--- src/rtl/wisc_alu_pkg.sv ---
// ------------------------------------------------------------------------
// wisc_alu_pkg : shared opcode, flag and state types for the WISC pipelined ALU
// Rev 1.0
// ------------------------------------------------------------------------
`default_nettype none

package wisc_alu_pkg;

  typedef enum logic [3:0] {
    OP_ADD    = 4'h0,
    OP_SUB    = 4'h1,
    OP_XOR    = 4'h2,
    OP_RED    = 4'h3,
    OP_SLL    = 4'h4,
    OP_SRA    = 4'h5,
    OP_ROR    = 4'h6,
    OP_PADDSB = 4'h7,
    OP_LW     = 4'h8,
    OP_SW     = 4'h9,
    OP_LLB    = 4'hA,
    OP_LHB    = 4'hB,
    OP_RSV_C  = 4'hC,
    OP_RSV_D  = 4'hD,
    OP_RSV_E  = 4'hE,
    OP_RSV_F  = 4'hF
  } alu_op_t;

  typedef struct packed {
    logic z;
    logic v;
    logic n;
  } flags_t;

  typedef enum logic [0:0] {
    IDLE    = 1'b0,
    RED_ACC = 1'b1
  } alu_state_t;

  // Saturation bounds for widths up to 64 bits; callers take the low w bits.
  function automatic logic [63:0] sat_max(input int w);
    return (64'd1 << (w - 1)) - 64'd1;
  endfunction

  function automatic logic [63:0] sat_min(input int w);
    return 64'd1 << (w - 1);
  endfunction

endpackage

`default_nettype wire

--- src/rtl/wisc_alu_pipe_if.sv ---
// ------------------------------------------------------------------------
// wisc_alu_pipe_if : operand/result handshake bundle of the WISC pipelined ALU
// Rev 1.0
// ------------------------------------------------------------------------
`default_nettype none

interface wisc_alu_pipe_if #(
  parameter int DATA_W = 16
);
  logic              in_valid;
  logic              in_ready;
  logic [3:0]        opcode;
  logic [DATA_W-1:0] a;
  logic [DATA_W-1:0] b;
  logic              out_valid;
  logic              out_ready;
  logic [DATA_W-1:0] result;
  logic [2:0]        flags;

  modport master (
    output in_valid, opcode, a, b, out_ready,
    input  in_ready, out_valid, result, flags
  );

  modport slave (
    input  in_valid, opcode, a, b, out_ready,
    output in_ready, out_valid, result, flags
  );
endinterface

`default_nettype wire

--- src/rtl/wisc_sat_add.sv ---
// ------------------------------------------------------------------------
// wisc_sat_add : W-bit signed add/subtract with saturation and overflow flags
// Rev 1.0
// ------------------------------------------------------------------------
`default_nettype none

module wisc_sat_add
  import wisc_alu_pkg::*;
#(
  parameter int W = 16
) (
  input  logic [W-1:0] i_a,
  input  logic [W-1:0] i_b,
  input  logic         i_sub,
  output logic [W-1:0] o_sum,
  output logic         o_pos_ovf,
  output logic         o_neg_ovf
);
  localparam logic [63:0] c_max = sat_max(W);
  localparam logic [63:0] c_min = sat_min(W);

  logic [W:0] w_a_ext;
  logic [W:0] w_b_ext;
  logic [W:0] w_raw;

  // One guard bit: the top two bits disagree exactly when the true result left the W-bit range.
  always_comb begin
    w_a_ext   = {i_a[W-1], i_a};
    w_b_ext   = {i_b[W-1], i_b};
    w_raw     = i_sub ? (w_a_ext - w_b_ext) : (w_a_ext + w_b_ext);
    o_pos_ovf = (w_raw[W:W-1] == 2'b01);
    o_neg_ovf = (w_raw[W:W-1] == 2'b10);
    if (o_pos_ovf) begin
      o_sum = c_max[W-1:0];
    end else if (o_neg_ovf) begin
      o_sum = c_min[W-1:0];
    end else begin
      o_sum = w_raw[W-1:0];
    end
  end

endmodule

`default_nettype wire

--- src/rtl/wisc_alu_pipe.sv ---
// ------------------------------------------------------------------------
// wisc_alu_pipe : pipelined WISC execute ALU with Z/V/N flags; WISC_ALU_RED_ITER_EN makes RED iterative
// Rev 1.0
// ------------------------------------------------------------------------
`default_nettype none

module wisc_alu_pipe
  import wisc_alu_pkg::*;
#(
  parameter int DATA_W = 16,
  parameter int LANE_W = 4
) (
  input  logic            clk,
  input  logic            rst_n,
  input  logic            flush,
  wisc_alu_pipe_if.slave  bus
);
  localparam int LANES   = DATA_W / LANE_W;
  localparam int SHAMT_W = $clog2(DATA_W);

  alu_op_t           w_op;
  logic              w_idle;
  logic              w_accept;
  logic              w_wr;
  logic [DATA_W-1:0] w_wr_val;
  logic [DATA_W-1:0] w_alu;
  logic [DATA_W-1:0] w_red_val;
  logic [DATA_W-1:0] w_add_sum;
  logic              w_add_pos;
  logic              w_add_neg;
  logic [DATA_W-1:0] w_paddsb;
  logic [LANES-1:0]  w_unused_lane_pos;
  logic [LANES-1:0]  w_unused_lane_neg;
  logic [SHAMT_W-1:0] w_shamt;

  flags_t            flags_q, flags_d;
  logic              out_valid_q, out_valid_d;
  logic [DATA_W-1:0] result_q, result_d;

  assign w_op     = alu_op_t'(bus.opcode);
  assign w_shamt  = bus.b[SHAMT_W-1:0];
  assign bus.in_ready = rst_n && w_idle && (!out_valid_q || bus.out_ready);
  assign w_accept = bus.in_valid && bus.in_ready && !flush;

  wisc_sat_add #(.W(DATA_W)) u_add (
    .i_a       (bus.a),
    .i_b       (bus.b),
    .i_sub     (w_op == OP_SUB),
    .o_sum     (w_add_sum),
    .o_pos_ovf (w_add_pos),
    .o_neg_ovf (w_add_neg)
  );

  for (genvar gi = 0; gi < LANES; gi++) begin : g_lane
    wisc_sat_add #(.W(LANE_W)) u_lane_add (
      .i_a       (bus.a[gi*LANE_W +: LANE_W]),
      .i_b       (bus.b[gi*LANE_W +: LANE_W]),
      .i_sub     (1'b0),
      .o_sum     (w_paddsb[gi*LANE_W +: LANE_W]),
      .o_pos_ovf (w_unused_lane_pos[gi]),
      .o_neg_ovf (w_unused_lane_neg[gi])
    );
  end

  always_comb begin
    w_alu = '0;
    case (w_op)
      OP_ADD, OP_SUB: w_alu = w_add_sum;
      OP_XOR:         w_alu = bus.a ^ bus.b;
      OP_RED:         w_alu = w_red_val;
      OP_SLL:         w_alu = bus.a << w_shamt;
      OP_SRA:         w_alu = $signed(bus.a) >>> w_shamt;
      OP_ROR:         w_alu = (bus.a >> w_shamt) | (bus.a << (DATA_W - int'(w_shamt)));
      OP_PADDSB:      w_alu = w_paddsb;
      OP_LW, OP_SW:   w_alu = bus.a + bus.b;
      OP_LLB:         w_alu = {bus.a[DATA_W-1:8], bus.b[7:0]};
      OP_LHB: begin
        w_alu        = bus.a;
        w_alu[15:8]  = bus.b[7:0];
      end
      default:        w_alu = '0;
    endcase
  end

`ifdef WISC_ALU_RED_ITER_EN
  localparam int CNT_W = (LANES > 1) ? $clog2(LANES) : 1;
  localparam logic [0:0] c_st_idle    = IDLE;
  localparam logic [0:0] c_st_red_acc = RED_ACC;
  localparam logic [CNT_W-1:0] c_cnt_last = CNT_W'(LANES - 1);

  logic [0:0]        state_q, state_d;
  logic [CNT_W-1:0]  cnt_q, cnt_d;
  logic [DATA_W-1:0] acc_q, acc_d;
  logic [DATA_W-1:0] opa_q, opa_d;
  logic [DATA_W-1:0] opb_q, opb_d;
  logic [LANE_W-1:0] w_lane_a;
  logic [LANE_W-1:0] w_lane_b;
  logic [DATA_W-1:0] w_acc_next;
  logic              w_red_done;

  assign w_idle    = (state_q == c_st_idle);
  assign w_red_val = '0;

  always_comb begin
    w_lane_a   = opa_q[cnt_q*LANE_W +: LANE_W];
    w_lane_b   = opb_q[cnt_q*LANE_W +: LANE_W];
    w_acc_next = acc_q + DATA_W'($signed(w_lane_a)) + DATA_W'($signed(w_lane_b));
    w_red_done = (state_q == c_st_red_acc) && (cnt_q == c_cnt_last);
    state_d = state_q;
    cnt_d   = cnt_q;
    acc_d   = acc_q;
    opa_d   = opa_q;
    opb_d   = opb_q;
    if (state_q == c_st_red_acc) begin
      acc_d = w_acc_next;
      cnt_d = cnt_q + 1'b1;
      if (w_red_done) begin
        state_d = c_st_idle;
        cnt_d   = '0;
      end
    end else if (w_accept && (w_op == OP_RED)) begin
      state_d = c_st_red_acc;
      cnt_d   = '0;
      acc_d   = '0;
      opa_d   = bus.a;
      opb_d   = bus.b;
    end
    if (flush) begin
      state_d = c_st_idle;
      cnt_d   = '0;
      acc_d   = '0;
    end
    w_wr     = (w_accept && (w_op != OP_RED)) || (w_red_done && !flush);
    w_wr_val = w_red_done ? w_acc_next : w_alu;
  end

  always_ff @(posedge clk or negedge rst_n) begin
    if (!rst_n) begin
      state_q <= c_st_idle;
      cnt_q   <= '0;
      acc_q   <= '0;
      opa_q   <= '0;
      opb_q   <= '0;
    end else begin
      state_q <= state_d;
      cnt_q   <= cnt_d;
      acc_q   <= acc_d;
      opa_q   <= opa_d;
      opb_q   <= opb_d;
    end
  end
`else
  assign w_idle = 1'b1;

  always_comb begin
    w_red_val = '0;
    for (int i = 0; i < LANES; i++) begin
      w_red_val = w_red_val + DATA_W'($signed(bus.a[i*LANE_W +: LANE_W]))
                            + DATA_W'($signed(bus.b[i*LANE_W +: LANE_W]));
    end
  end

  assign w_wr     = w_accept;
  assign w_wr_val = w_alu;
`endif

  // Flags follow the accepted op; RED, PADDSB and memory/byte ops leave them alone.
  always_comb begin
    flags_d = flags_q;
    if (w_accept) begin
      case (w_op)
        OP_ADD, OP_SUB: begin
          flags_d.z = (w_add_sum == '0);
          flags_d.v = w_add_pos | w_add_neg;
          flags_d.n = w_add_sum[DATA_W-1];
        end
        OP_XOR, OP_SLL, OP_SRA, OP_ROR: flags_d.z = (w_alu == '0);
        default: ;
      endcase
    end
  end

  always_comb begin
    out_valid_d = out_valid_q;
    if (bus.out_ready) out_valid_d = 1'b0;
    if (w_wr)          out_valid_d = 1'b1;
    if (flush)         out_valid_d = 1'b0;
    result_d = w_wr ? w_wr_val : result_q;
  end

  always_ff @(posedge clk or negedge rst_n) begin
    if (!rst_n) begin
      out_valid_q <= 1'b0;
      result_q    <= '0;
      flags_q     <= '0;
    end else begin
      out_valid_q <= out_valid_d;
      result_q    <= result_d;
      flags_q     <= flags_d;
    end
  end

  assign bus.out_valid = out_valid_q;
  assign bus.result    = result_q;
  assign bus.flags     = flags_q;

endmodule

`default_nettype wire

--- src/flat_wrapper.sv ---
// flat-port wrapper written by rule: the top's interface ports become plain ports
module wisc_alu_pipe_flat import wisc_alu_pkg::*;
#(
  parameter int DATA_W = 16,
  parameter int LANE_W = 4
)
  (clk, rst_n, flush, bus_in_valid, bus_opcode, bus_a, bus_b, bus_out_ready, bus_in_ready, bus_out_valid, bus_result, bus_flags);
  wisc_alu_pipe_if #(.DATA_W(DATA_W)) bus_i ();
  input  logic clk;
  input  logic rst_n;
  input  logic flush;
  input wire logic [$bits(bus_i.in_valid)-1:0] bus_in_valid;
  input wire logic [$bits(bus_i.opcode)-1:0] bus_opcode;
  input wire logic [$bits(bus_i.a)-1:0] bus_a;
  input wire logic [$bits(bus_i.b)-1:0] bus_b;
  input wire logic [$bits(bus_i.out_ready)-1:0] bus_out_ready;
  output wire logic [$bits(bus_i.in_ready)-1:0] bus_in_ready;
  output wire logic [$bits(bus_i.out_valid)-1:0] bus_out_valid;
  output wire logic [$bits(bus_i.result)-1:0] bus_result;
  output wire logic [$bits(bus_i.flags)-1:0] bus_flags;
  assign bus_i.in_valid = bus_in_valid;
  assign bus_i.opcode = bus_opcode;
  assign bus_i.a = bus_a;
  assign bus_i.b = bus_b;
  assign bus_i.out_ready = bus_out_ready;
  assign bus_in_ready = bus_i.in_ready;
  assign bus_out_valid = bus_i.out_valid;
  assign bus_result = bus_i.result;
  assign bus_flags = bus_i.flags;
  wisc_alu_pipe #(.DATA_W(DATA_W), .LANE_W(LANE_W)) u_core (.clk(clk), .rst_n(rst_n), .flush(flush), .bus(bus_i));
endmodule
--- config.mk ---
export PLATFORM = sky130hd
export DESIGN_NAME = wisc_alu_pipe_flat
export DESIGN_NICKNAME = d
export VERILOG_FILES = /design/src/rtl/wisc_alu_pkg.sv /design/src/rtl/wisc_alu_pipe_if.sv /design/src/rtl/wisc_sat_add.sv /design/src/rtl/wisc_alu_pipe.sv /design/src/flat_wrapper.sv
export SDC_FILE = /design/constraint.sdc
export NUM_CORES = 1
export LEC_CHECK = 0
export CORE_ASPECT_RATIO = 0.75
export CORE_MARGIN = 4
export CORE_UTILIZATION = 50
export CTS_BUF_LIST = sky130_fd_sc_hd__clkbuf_4
export DETAILED_ROUTE_END_ITERATION = 7
export DONT_BUFFER_PORTS = 1
export PLACE_DENSITY = 0.67
export SLEW_MARGIN = 10
export SYNTH_ARGS = -nofsm -noshare
export SYNTH_HDL_FRONTEND = slang
export SYNTH_SLANG_ARGS = --single-unit
--- constraint.sdc ---
create_clock -name clk -period 1.7 [get_ports clk]
set_clock_uncertainty 0.1 [all_clocks]
set_input_delay 0.34 -clock clk [delete_from_list [all_inputs] [get_ports clk]]
set_output_delay 0.34 -clock clk [all_outputs]
set_load 0.01 [all_outputs]
==> results of run 1 <==
registers in the layout, summed over array words and instances, names as in the netlist:
name,flops
u_core.bus.out_valid,1
u_core.bus.result,16
u_core.bus.flags,3
cell type report:
class	instances	share of cell area
clock buffers	3	0.00207
inverters	61	0.0226
multi-input cells	837	0.673
repair buffers	321	0.230
clock inverters	1	0.00275
flip-flops and latches	20	0.0459
well taps	200	0.0229
routing by layer:
layer / global-route usage / wire length, um
met1: 0.593 / 15100
met2: 0.655 / 16100
met3: 0.122 / 5240
met4: 0.123 / 1610
met5: 0 / 0
power by group through the flow:
stage / Combinational [W] / Clock (W) / Sequential (W)
after detailed placement: 0.00683 / 0 / 0.000815
after floorplan: 0.00395 / 0 / 0.000778
after global routing: 0.00990 / 0.000422 / 0.000826
after global placement: 0.00665 / 0 / 0.000811
after CTS: 0.00859 / 0.000390 / 0.000809
final: 0.00939 / 0.000387 / 0.000806
worst max path at each step:
stage	cells past startpoint	start	end	slack [ns]
after CTS	24	bus_a[5]	u_core.bus.flags[2]	-4.17
after floorplan	26	bus_b[1]	u_core.bus.flags[2]	-4.34
final	24	bus_a[5]	u_core.bus.flags[2]	-4.20
after detailed placement	24	bus_a[5]	u_core.bus.flags[2]	-4.68
after global routing	24	bus_a[5]	u_core.bus.flags[2]	-4.46
after global placement	23	bus_a[5]	u_core.bus.flags[2]	-4.54
cells in the final DEF (no fill, tap or decap), drive strengths merged, types with 10 or more instances in the layout:
cell and n:
mux2i 42, ha 48, nor2 66, nor3 27, nand2b 20, xor2 17
fa 33, xnor2 25, o22ai 16, buf 320, nor2b 15, nor4 13
o21ai 59, o31ai 12, inv 60, a21o 17, o211ai 19, a21oi 43
a22oi 10, mux2 25, nand2 83, a211oi 22, dfrtp 20, a31oi 14
mux4 23, nand3 27, nand4 10
repair_timing:
item                       4_1_cts  5_1_grt
pin swaps                       64       23
hold endpoints to repair        20        0
setup buffers                   15       12
setup endpoints to repair       19       19
hold buffers                     1        0
resized for setup               93       39
per-stage QoR:
stage | hold WS, ns | setup TNS (ns) | utilization | total power, W | cell area, sq um
5_1_grt | 0.00306 | -67.79 | 0.737 | 0.0112 | 10900
3_5_place_dp | -0.0551 | -73.31 | 0.682 | 0.00765 | 10100
2_1_floorplan | -0.0556 | -66.93 | - | 0.00473 | 7940
3_3_place_gp | -0.0552 | -71.47 | 0.682 | 0.00746 | 10100
4_1_cts | 0.0276 | -64.19 | 0.722 | 0.00979 | 10700
6_report | 0.0284 | -65.13 | 0.737 | 0.0106 | 10900
critical path, stage by stage:
cell and delay (ns):
inv_8 0.02, fa_1 0.55, inv_2 0.05, ha_4 0.15, fa_2 0.37, a2111oi_4 0.32
a21oi_2 0.07, fa_1 0.49, fa_1 0.61, inv_1 0.07, fa_1 0.48, ha_4 0.32
o21ai_4 0.06, o21bai_1 0.17, a21o_1 0.17, fa_2 0.46, a22oi_2 0.19, o211ai_1 0.11
nor3_1 0.15, o211ai_1 0.17, a211oi_2 0.21, and4_1 0.20, nand4_1 0.11, o31ai_2 0.20
logic make-up after synthesis:
kind of cell | synth area share
flops | 0.0650
buf+inv | 0.0745
xor+xnor | 0.0478
fa+ha+maj | 0.166
simple gates | 0.212
compound gates | 0.276
mux | 0.159
==> impl_metrics.py, run 1 <==
metrics = {
    "run_status": {
        "status": "finished, violations left",
        "violations": "setup timing",
    },
    "final_layout": {
        "multiInputGateArea_sq_um": 7340,
        "nFillCells": 1119,
        "drive_gt1_frac": 0.391,
        "regArea_sq_um": 500,
        "nNetsFinal": 1366,
        "antenna_cells": 0,
        "syn2layout_area_growth_pct": 41.7,
        "final_cells": 1443,
    },
    "flow_run": {
        "max-cap-violations": 0,
    },
    "clocking": {
        "cts-buffers-inserted": 3,
        "cts_tree": "built",
        "cts_max_path_buffers": 2,
        "htree_levels": 1,
        "insertion_delay_ns": 0.30,
        "cts_root_buf": "clkbuf_4",
        "clk_pin_slew_ns": 0.11,
        "clkSinkCount": 20,
    },
    "placement": {
        "io_buffers": 0,
        "place_inst": 1422,
        "dp_slack_ns": -4.68,
        "place_hpwl_mm": 29.1,
        "routabilityCongestion": 1.14,
    },
    "synthesis": {
        "syn_area_per_cell_sq_um": 7.70,
        "seq_area_frac_synth": 0.0650,
        "async_flop_share": 1.00,
        "synth_area_leaders": "fa_1 8.6%, ha_1 7.8%, mux4_2 6.7%",
        "synth_common_cells": "83 x nand2_1, 66 x nor2_1, 59 x inv_1",
        "ys_seq_elements": 20,
        "syn-cell-area_sq_um": 7700,
        "yosys_warnings": 0,
        "netlist_instances": 999,
        "synthesis.nets": 1121,
        "yosysUniqueCellTypes": 86,
        "synth-main-ff-cell": "dfrtp_1",
        "synth.most_common_cell": "nand2_1",
        "yosys.area.top_type_share": 0.0858,
        "synth_edf_count": 0,
        "yosysTopAreaCell": "fa_1",
    },
    "timing": {
        "rsz0062_at_grt": "yes",
        "worst_slew_pin_slew_ns": 1.20,
        "period_minus_slack_ns": 5.90,
        "slew_headroom": 0.187,
        "max_freq_ghz": 0.169,
        "slew_violations": 0,
        "setup_viol": 19,
        "worst_slack_ns": -4.20,
        "hold_violations": 0,
        "post-route-period-util": 3.47,
    },
    "worst_setup_path": {
        "crit_path_end_kind": "flip-flop",
        "worstPathArrival_ns": 6.02,
        "cp_data_required_time_ns": 1.82,
        "timing.rr.end": "u_core.bus.flags[2]",
        "worstSetupPathType": "input port to flip-flop",
        "crit_fanout": 14,
        "worstRegToRegCells": 9,
        "r2r-start": "u_core.bus.out_valid",
        "rrSetupSlack_ns": -0.57,
        "crit_path_start_kind": "input port",
    },
    "power_and_ir_drop": {
        "vdd_drop_max_v": 0.00167,
        "switchingPower_w": 0.00490,
        "comb_power_share": 0.887,
        "seq_power_share": 0.076,
        "p_int_w": 0.00568,
        "powerDensity_nw_per_um2": 970,
        "power_leakage_nw": 4.84,
        "clock_power_share": 0.037,
        "swShare": 0.464,
    },
    "global_routing": {
        "grt_use_total": 0.428,
        "grt_max_degree": 51,
        "antenna_found_initial": 0,
        "grt_pass1_wl_mm": 56.9,
        "grt_pass1_vias": 9340,
        "overflow": 0,
    },
    "floorplan": {
        "ios": 62,
        "fp.dieH_um": 115,
        "placementRows": 38,
        "core_area_sq_um": 14800,
        "dieArea_sq_um": 17500,
        "initial_core_util": 0.520,
        "die_w_um": 151,
    },
    "detailed_routing": {
        "firstDrtPassIters": 7,
        "post_drt_wl_per_cell_um": 26.4,
        "drc": 0,
        "drt_iter0_drc": 1389,
        "antenna_left": 0,
        "vias": 9839,
        "wl_mm": 38.0,
        "vias_per_cell": 6.82,
    },
    "min_path": {
        "hold_start": "flush",
        "hold_path.class": "input port to flip-flop",
        "min_path_cells": 1,
        "hold_path_end": "u_core.bus.out_valid",
    },
}
Power figures use the tool's default switching activity.
==> inputs of run 2 (changes only) <==
ABC_AREA = 1   (was unset)
PLACE_DENSITY = 0.64   (was 0.67)
clock period = 7.5 ns   (was 1.7 ns; I/O delays follow)
==> run 2 against run 1 <==
Net effect:
- the run now ends clean
- synthesized cell count rose by 39%
- sequential power fell by 78%
- global-route usage fell by 6.4 points
- core utilization fell by 21 points
- area after synthesis fell by 1.4%
- cell area fell by 29%
- flip-flop and latch count did not move
- non-clock buffer count fell by 311
- via count fell by 7.1%
- combinational power fell by 89%
- critical path depth rose by 5
- cell count rose by 8.0%
- critical path type unchanged
- largest cell class unchanged
==> impl_metrics.py, run 2 <==
metrics = {
    "run_status": {
        "status": "finished, final reports clean",
    },
    "timing": {
        "finalSetupTns_ns": 0,
        "setup_viol": 0,
        "max_freq_ghz": 0.144,
        "rsz0062_at_grt": "no",
        "worst_slew_pin_slew_ns": 0.920,
        "post-route-period-util": 0.926,
        "slew_headroom": 0.384,
        "hold_violations": 0,
        "slew_violations": 0,
        "period_minus_slack_ns": 6.94,
    },
    "synthesis": {
        "synth-compound-area-share": 0.107,
        "yosysTopAreaCell": "nand2_1",
        "netlist_instances": 1389,
        "synth_edf_count": 0,
        "synthXorXnorAreaFrac": 0.0308,
        "syn-cell-area_sq_um": 7590,
        "synth_mux_area_frac": 0,
        "ys_seq_elements": 20,
        "async_flop_share": 1.00,
        "synth_fa_ha_area_frac": 0.166,
        "synth_common_cells": "485 x nand2_1, 200 x nand3_1, 149 x inv_1",
        "yosysUniqueCellTypes": 45,
        "seq_area_frac_synth": 0.0659,
        "synth.most_common_cell": "nand2_1",
        "synthesis.nets": 1511,
        "yosys_warnings": 0,
        "syn_area_per_cell_sq_um": 5.47,
        "synth_area_leaders": "nand2_1 24%, nand3_1 13%, fa_1 8.7%",
        "yosys.area.top_type_share": 0.240,
        "synth-main-ff-cell": "dfrtp_1",
        "yosys.area_share.simple": 0.516,
        "synth_top_family_by_area": "simple AND/OR/NAND/NOR gates",
    },
    "min_path": {
        "hold_start": "u_core.bus.flags[0]",
        "hold_path.class": "flip-flop to flip-flop",
    },
    "worst_setup_path": {
        "worstSetupPathType": "input port to flip-flop",
        "r2r-start": "u_core.bus.out_valid",
        "crit_path_frequent_cell": "fa_1",
        "cp_data_required_time_ns": 7.63,
        "crit_path_start_kind": "input port",
        "crit_path_top_delay_cell": "fa_1",
        "worstPathArrival_ns": 7.07,
        "slowest_delay_ns": 0.54,
        "crit_fanout": 6,
        "worstSetupStartpoint": "bus_a[1]",
        "crit_path_end_kind": "flip-flop",
    },
    "power_and_ir_drop": {
        "switchingPower_w": 0.000752,
        "seq_power_share": 0.134,
        "p_int_w": 0.000563,
        "power_leakage_nw": 4.18,
        "comb_power_share": 0.801,
        "powerDensity_nw_per_um2": 171,
        "swShare": 0.572,
        "clock_power_share": 0.065,
        "vdd_drop_max_v": 0.000190,
    },
    "global_routing": {
        "overflow": 0,
        "antenna_found_initial": 0,
        "grt_pass1_wl_mm": 47.7,
        "grt_use_total": 0.364,
        "grt_pass1_vias": 8137,
        "grt_max_degree": 32,
    },
    "placement": {
        "io_buffers": 0,
        "routabilityCongestion": 1.09,
        "place_hpwl_mm": 26.3,
        "place_area_sq_um": 7650,
    },
    "clocking": {
        "clkSinkCount": 20,
        "cts_tree": "built",
        "htree_levels": 1,
        "cts_max_path_buffers": 2,
        "cts-buffers-inserted": 3,
        "hold_buffers": 0,
        "cts_resized": 0,
        "insertion_delay_ns": 0.30,
        "cts_setup_buffers": 0,
        "cts_root_buf": "clkbuf_4",
        "clk_pin_slew_ns": 0.10,
    },
    "detailed_routing": {
        "wl_mm": 31.7,
        "drt_iter0_drc": 1413,
        "antenna_left": 0,
        "post_drt_wl_per_cell_um": 20.3,
        "drc": 0,
        "vias": 9142,
        "vias_per_cell": 5.86,
        "firstDrtPassIters": 8,
    },
    "final_layout": {
        "design_area_sq_um": 7700,
        "antenna_cells": 0,
        "multiInputGateArea_sq_um": 6220,
        "final_common_cell": "nand2_1",
        "regArea_sq_um": 500,
        "mostFrequentLayoutCells": "485 x nand2_1, 200 x nand3_1, 149 x inv_1, 140 x nor2_1, 63 x a21oi_1",
        "drive_gt1_frac": 0.0464,
        "largest_reg_flops": 16,
        "nFillCells": 1688,
        "syn2layout_area_growth_pct": 1.43,
        "nNetsFinal": 1482,
    },
    "floorplan": {
        "ios": 62,
        "dieArea_sq_um": 17200,
        "placementRows": 38,
        "fp.dieH_um": 115,
        "core_area_sq_um": 14600,
        "die_w_um": 150,
        "initial_core_util": 0.518,
    },
    "flow_run": {
        "max-cap-violations": 0,
    },
}
[run 2: cell count changes in the layout (fill, tap and decap cells not counted), sizes merged, moves of 20 or more]
cell	delta
mux2	-25
nand2	+427
a21oi	+22
mux4	-23
nand2b	-20
nand3	+176
a211oi	-22
mux2i	-42
inv	+97
buf	-310
nor2	+80
[run 2: routing by layer]
layer	vias up	GRT usage	part of all wire
met3	56	0.130	0.15
met1	4137	0.550	0.46
met4	0	0.0774	0.023
met2	533	0.492	0.37
li1	4416	-	-
met5	-	0	0
[run 2: worst paths after layout]
check	to	slack (ns)	cells after the start
worst max-delay path	u_core.bus.flags[2]	0.56	29
worst min-delay path	u_core.bus.flags[0]	0.46	2
worst max register to register	u_core.bus.flags[2]	5.36	8
worst min register to register	u_core.bus.flags[0]	0.46	2
max in group asynchronous	u_core.bus.result[6]	6.44	0
min in group asynchronous	u_core.bus.result[1]	0.78	0
[run 2: cell families after synthesis]
group                    count (synthesis)
AO/OA/AOI/OAI                          150
XOR/XNOR                                25
adder cells (fa/ha/maj)                 81
buffers and inverters                  203
flip-flops                              20
AND/OR/NAND/NOR                        910
[run 2: through the flow]
step                       util  total power [W]  cells  setup slack (ns)  hold WS, ns
after detailed placement  0.522          0.00119   1555             0.320        0.442
after global routing      0.526          0.00146   1559            0.0815        0.488
final                     0.526          0.00131   1559             0.557        0.461
after global placement    0.522          0.00120   1555             0.379        0.436
after CTS                 0.526          0.00129   1559             0.632        0.470
after floorplan               -         0.000936   1389             0.579        0.416
[run 2: area by class of cell]
class	count	share of cell area
flip-flops and latches	20	0.0650
inverters	159	0.0775
well taps	200	0.0325
repair buffers	10	0.00975
multi-input cells	1166	0.808
clock buffers	3	0.00292
clock inverters	1	0.00390
[run 2: power groups by stage]
| stage | clock [W] | sequential [W] | combinational (W) |
|---|---|---|---|
| 2_1_floorplan | 0 | 0.000170 | 0.000766 |
| 3_3_place_gp | 0 | 0.000177 | 0.00102 |
| 3_5_place_dp | 0 | 0.000178 | 0.00102 |
| 4_1_cts | 0.0000867 | 0.000176 | 0.00102 |
| 5_1_grt | 0.0000918 | 0.000180 | 0.00118 |
| 6_report | 0.0000861 | 0.000176 | 0.00105 |
[run 2: worst max-delay path, delay by kind of cell]
| kind | cells | cell delay, ns |
|---|---|---|
| buffers and inverters | 3 | 0.20 |
| AND/OR/NAND/NOR | 15 | 1.49 |
| AO/OA/AOI/OAI | 2 | 0.31 |
| adder cells (fa/ha/maj) | 8 | 3.35 |
| XOR/XNOR | 1 | 0.22 |
==> inputs of run 3 (changes only) <==
PLACE_DENSITY = 0.61   (was 0.64)
clock period = 8.9 ns   (was 7.5 ns; I/O delays follow)
==> run 3 against run 2 <==
Net effect:
- sequential share of layout area is 0.054 points higher
- non-clock buffer count is 5 lower
- core utilization is 0.44 points lower
- worst hold slack hardly changed
- cell area is 0.83% lower
- first-iteration DRC count is 6.3% lower
- routed wire length is 0.45% lower
- flip-flop and latch count stayed put
- setup slack better by 0.98 ns
- via count is 0.21% lower
- critical path depth is 1 lower
- highest routed layer unchanged
- register-to-register slack better by 1.4 ns
==> impl_metrics.py, run 3 (synthesis gave the netlist of run 2 again) <==
metrics = {
    "final_layout": {
        "drive_gt1_frac": 0.0421,
        "post-route-util": 0.521,
        "mostFrequentLayoutCells": "485 x nand2_1, 200 x nand3_1, 149 x inv_1, 140 x nor2_1, 63 x a21oi_1",
        "multiInputGateArea_sq_um": 6220,
        "syn2layout_area_growth_pct": 0.593,
        "largest_reg_flops": 16,
        "antenna_cells": 0,
        "final_common_cell": "nand2_1",
        "nNetsFinal": 1477,
        "final_cells": 1554,
        "regArea_sq_um": 500,
        "nFillCells": 1667,
    },
    "run_status": {
        "status": "finished, final reports clean",
    },
    "clocking": {
        "cts_max_path_buffers": 2,
        "clk_pin_slew_ns": 0.10,
        "cts_tree": "built",
        "htree_levels": 1,
        "cts_root_buf": "clkbuf_4",
        "cts-buffers-inserted": 3,
        "insertion_delay_ns": 0.30,
        "cts_setup_buffers": 0,
        "cts_resized": 0,
        "clkSinkCount": 20,
        "hold_buffers": 0,
    },
    "floorplan": {
        "fp.dieH_um": 115,
        "ios": 62,
        "initial_core_util": 0.518,
        "die_w_um": 150,
        "placementRows": 38,
        "core_area_sq_um": 14600,
        "dieArea_sq_um": 17200,
    },
    "min_path": {
        "hold_path.class": "flip-flop to flip-flop",
    },
    "detailed_routing": {
        "firstDrtPassIters": 6,
        "drt_iter0_drc": 1324,
        "highest_layer": "met4",
        "met2WireLength_mm": 12.1,
        "post_drt_wl_per_cell_um": 20.3,
        "wl_mm": 31.5,
        "met3_length_mm": 5.00,
        "antenna_left": 0,
        "drt-met1-wl_mm": 14.0,
        "vias_per_cell": 5.87,
        "drc": 0,
        "vias": 9123,
    },
    "timing": {
        "slew_violations": 0,
        "max_freq_ghz": 0.136,
        "hold_violations": 0,
        "worst_slew_pin_slew_ns": 0.891,
        "post-route-period-util": 0.828,
        "worst_hold_slack_ns": 0.461,
        "rsz0062_at_grt": "no",
        "period_minus_slack_ns": 7.37,
        "slew_headroom": 0.404,
        "setup_viol": 0,
        "finalSetupTns_ns": 0,
    },
    "worst_setup_path": {
        "worstSetupPathType": "input port to flip-flop",
        "crit_path_end_kind": "flip-flop",
        "crit_path_top_delay_cell": "fa_1",
        "critical_path_buf_inv_count": 3,
        "crit_path_frequent_cell": "fa_1",
        "crit_path_start_kind": "input port",
        "cp_data_required_time_ns": 9.04,
        "slowest_delay_ns": 0.61,
        "path_delay_family": "adder cells",
        "worstPathArrival_ns": 7.51,
        "crit_fanout": 28,
    },
    "placement": {
        "place_inst": 1550,
        "place_hpwl_mm": 26.2,
        "routabilityCongestion": 1.11,
        "io_buffers": 0,
    },
    "flow_run": {
        "max-cap-violations": 0,
    },
    "power_and_ir_drop": {
        "vdd_drop_max_v": 0.000152,
        "power_leakage_nw": 4.14,
        "powerDensity_nw_per_um2": 139,
    },
    "global_routing": {
        "antenna_found_initial": 0,
        "grt_pass1_wl_mm": 48.0,
        "grt_max_degree": 33,
        "grt_use_total": 0.365,
        "overflow": 0,
        "grt_pass1_vias": 8054,
    },
}
run 3: layer usage:
| metal | up-vias | track usage |
|---|---|---|
| li1 | 4422 | - |
| met3 | 33 | 0.133 |
| met4 | 0 | 0.0469 |
| met2 | 562 | 0.504 |
| met5 | - | 0 |
| met1 | 4106 | 0.553 |
run 3: path summary, 6_finish.rpt:
check / from / endpoint / slack [ns] / cells past startpoint
min in group asynchronous: rst_n / u_core.bus.result[13] / 1.05 / 0
worst min-delay path: u_core.bus.flags[1] / u_core.bus.flags[1] / 0.46 / 2
max in group asynchronous: rst_n / u_core.bus.result[6] / 7.57 / 0
worst max-delay path: bus_b[1] / u_core.bus.flags[2] / 1.53 / 28
worst min register to register: u_core.bus.flags[1] / u_core.bus.flags[1] / 0.46 / 2
worst max register to register: u_core.bus.out_valid / u_core.bus.flags[2] / 6.73 / 8
run 3: layout make-up:
class	instances	area share
multi-input combinational	1166	0.815
sequential	20	0.0655
timing repair buffer	5	0.00492
clock buffer	3	0.00295
tap	200	0.0328
inverter	159	0.0782
clock inverter	1	0.000492
run 3: worst reg2reg max path, delay by kind of cell, from the launching register on:
family	cells	cell delay, ns
flip-flops	1	0.43
buffers and inverters	2	0.39
AO/OA/AOI/OAI	2	0.33
AND/OR/NAND/NOR	4	0.82
run 3: stage by stage:
step                power (W)  cell area (sq um)  setup slack (ns)
finish                0.00106               7640              1.53
global route          0.00119               7640              1.13
CTS                   0.00105               7640              1.55
detailed placement   0.000997               7610              1.23
global placement     0.000998               7610              1.32
floorplan            0.000789               7590              1.70
run 3: power breakdown:
part	internal [W]	switching [W]	leakage (nW)
clock	0.0000164	0.0000273	0.0154
combinational	0.000306	0.000566	3.87
sequential	0.000116	0.0000305	0.256
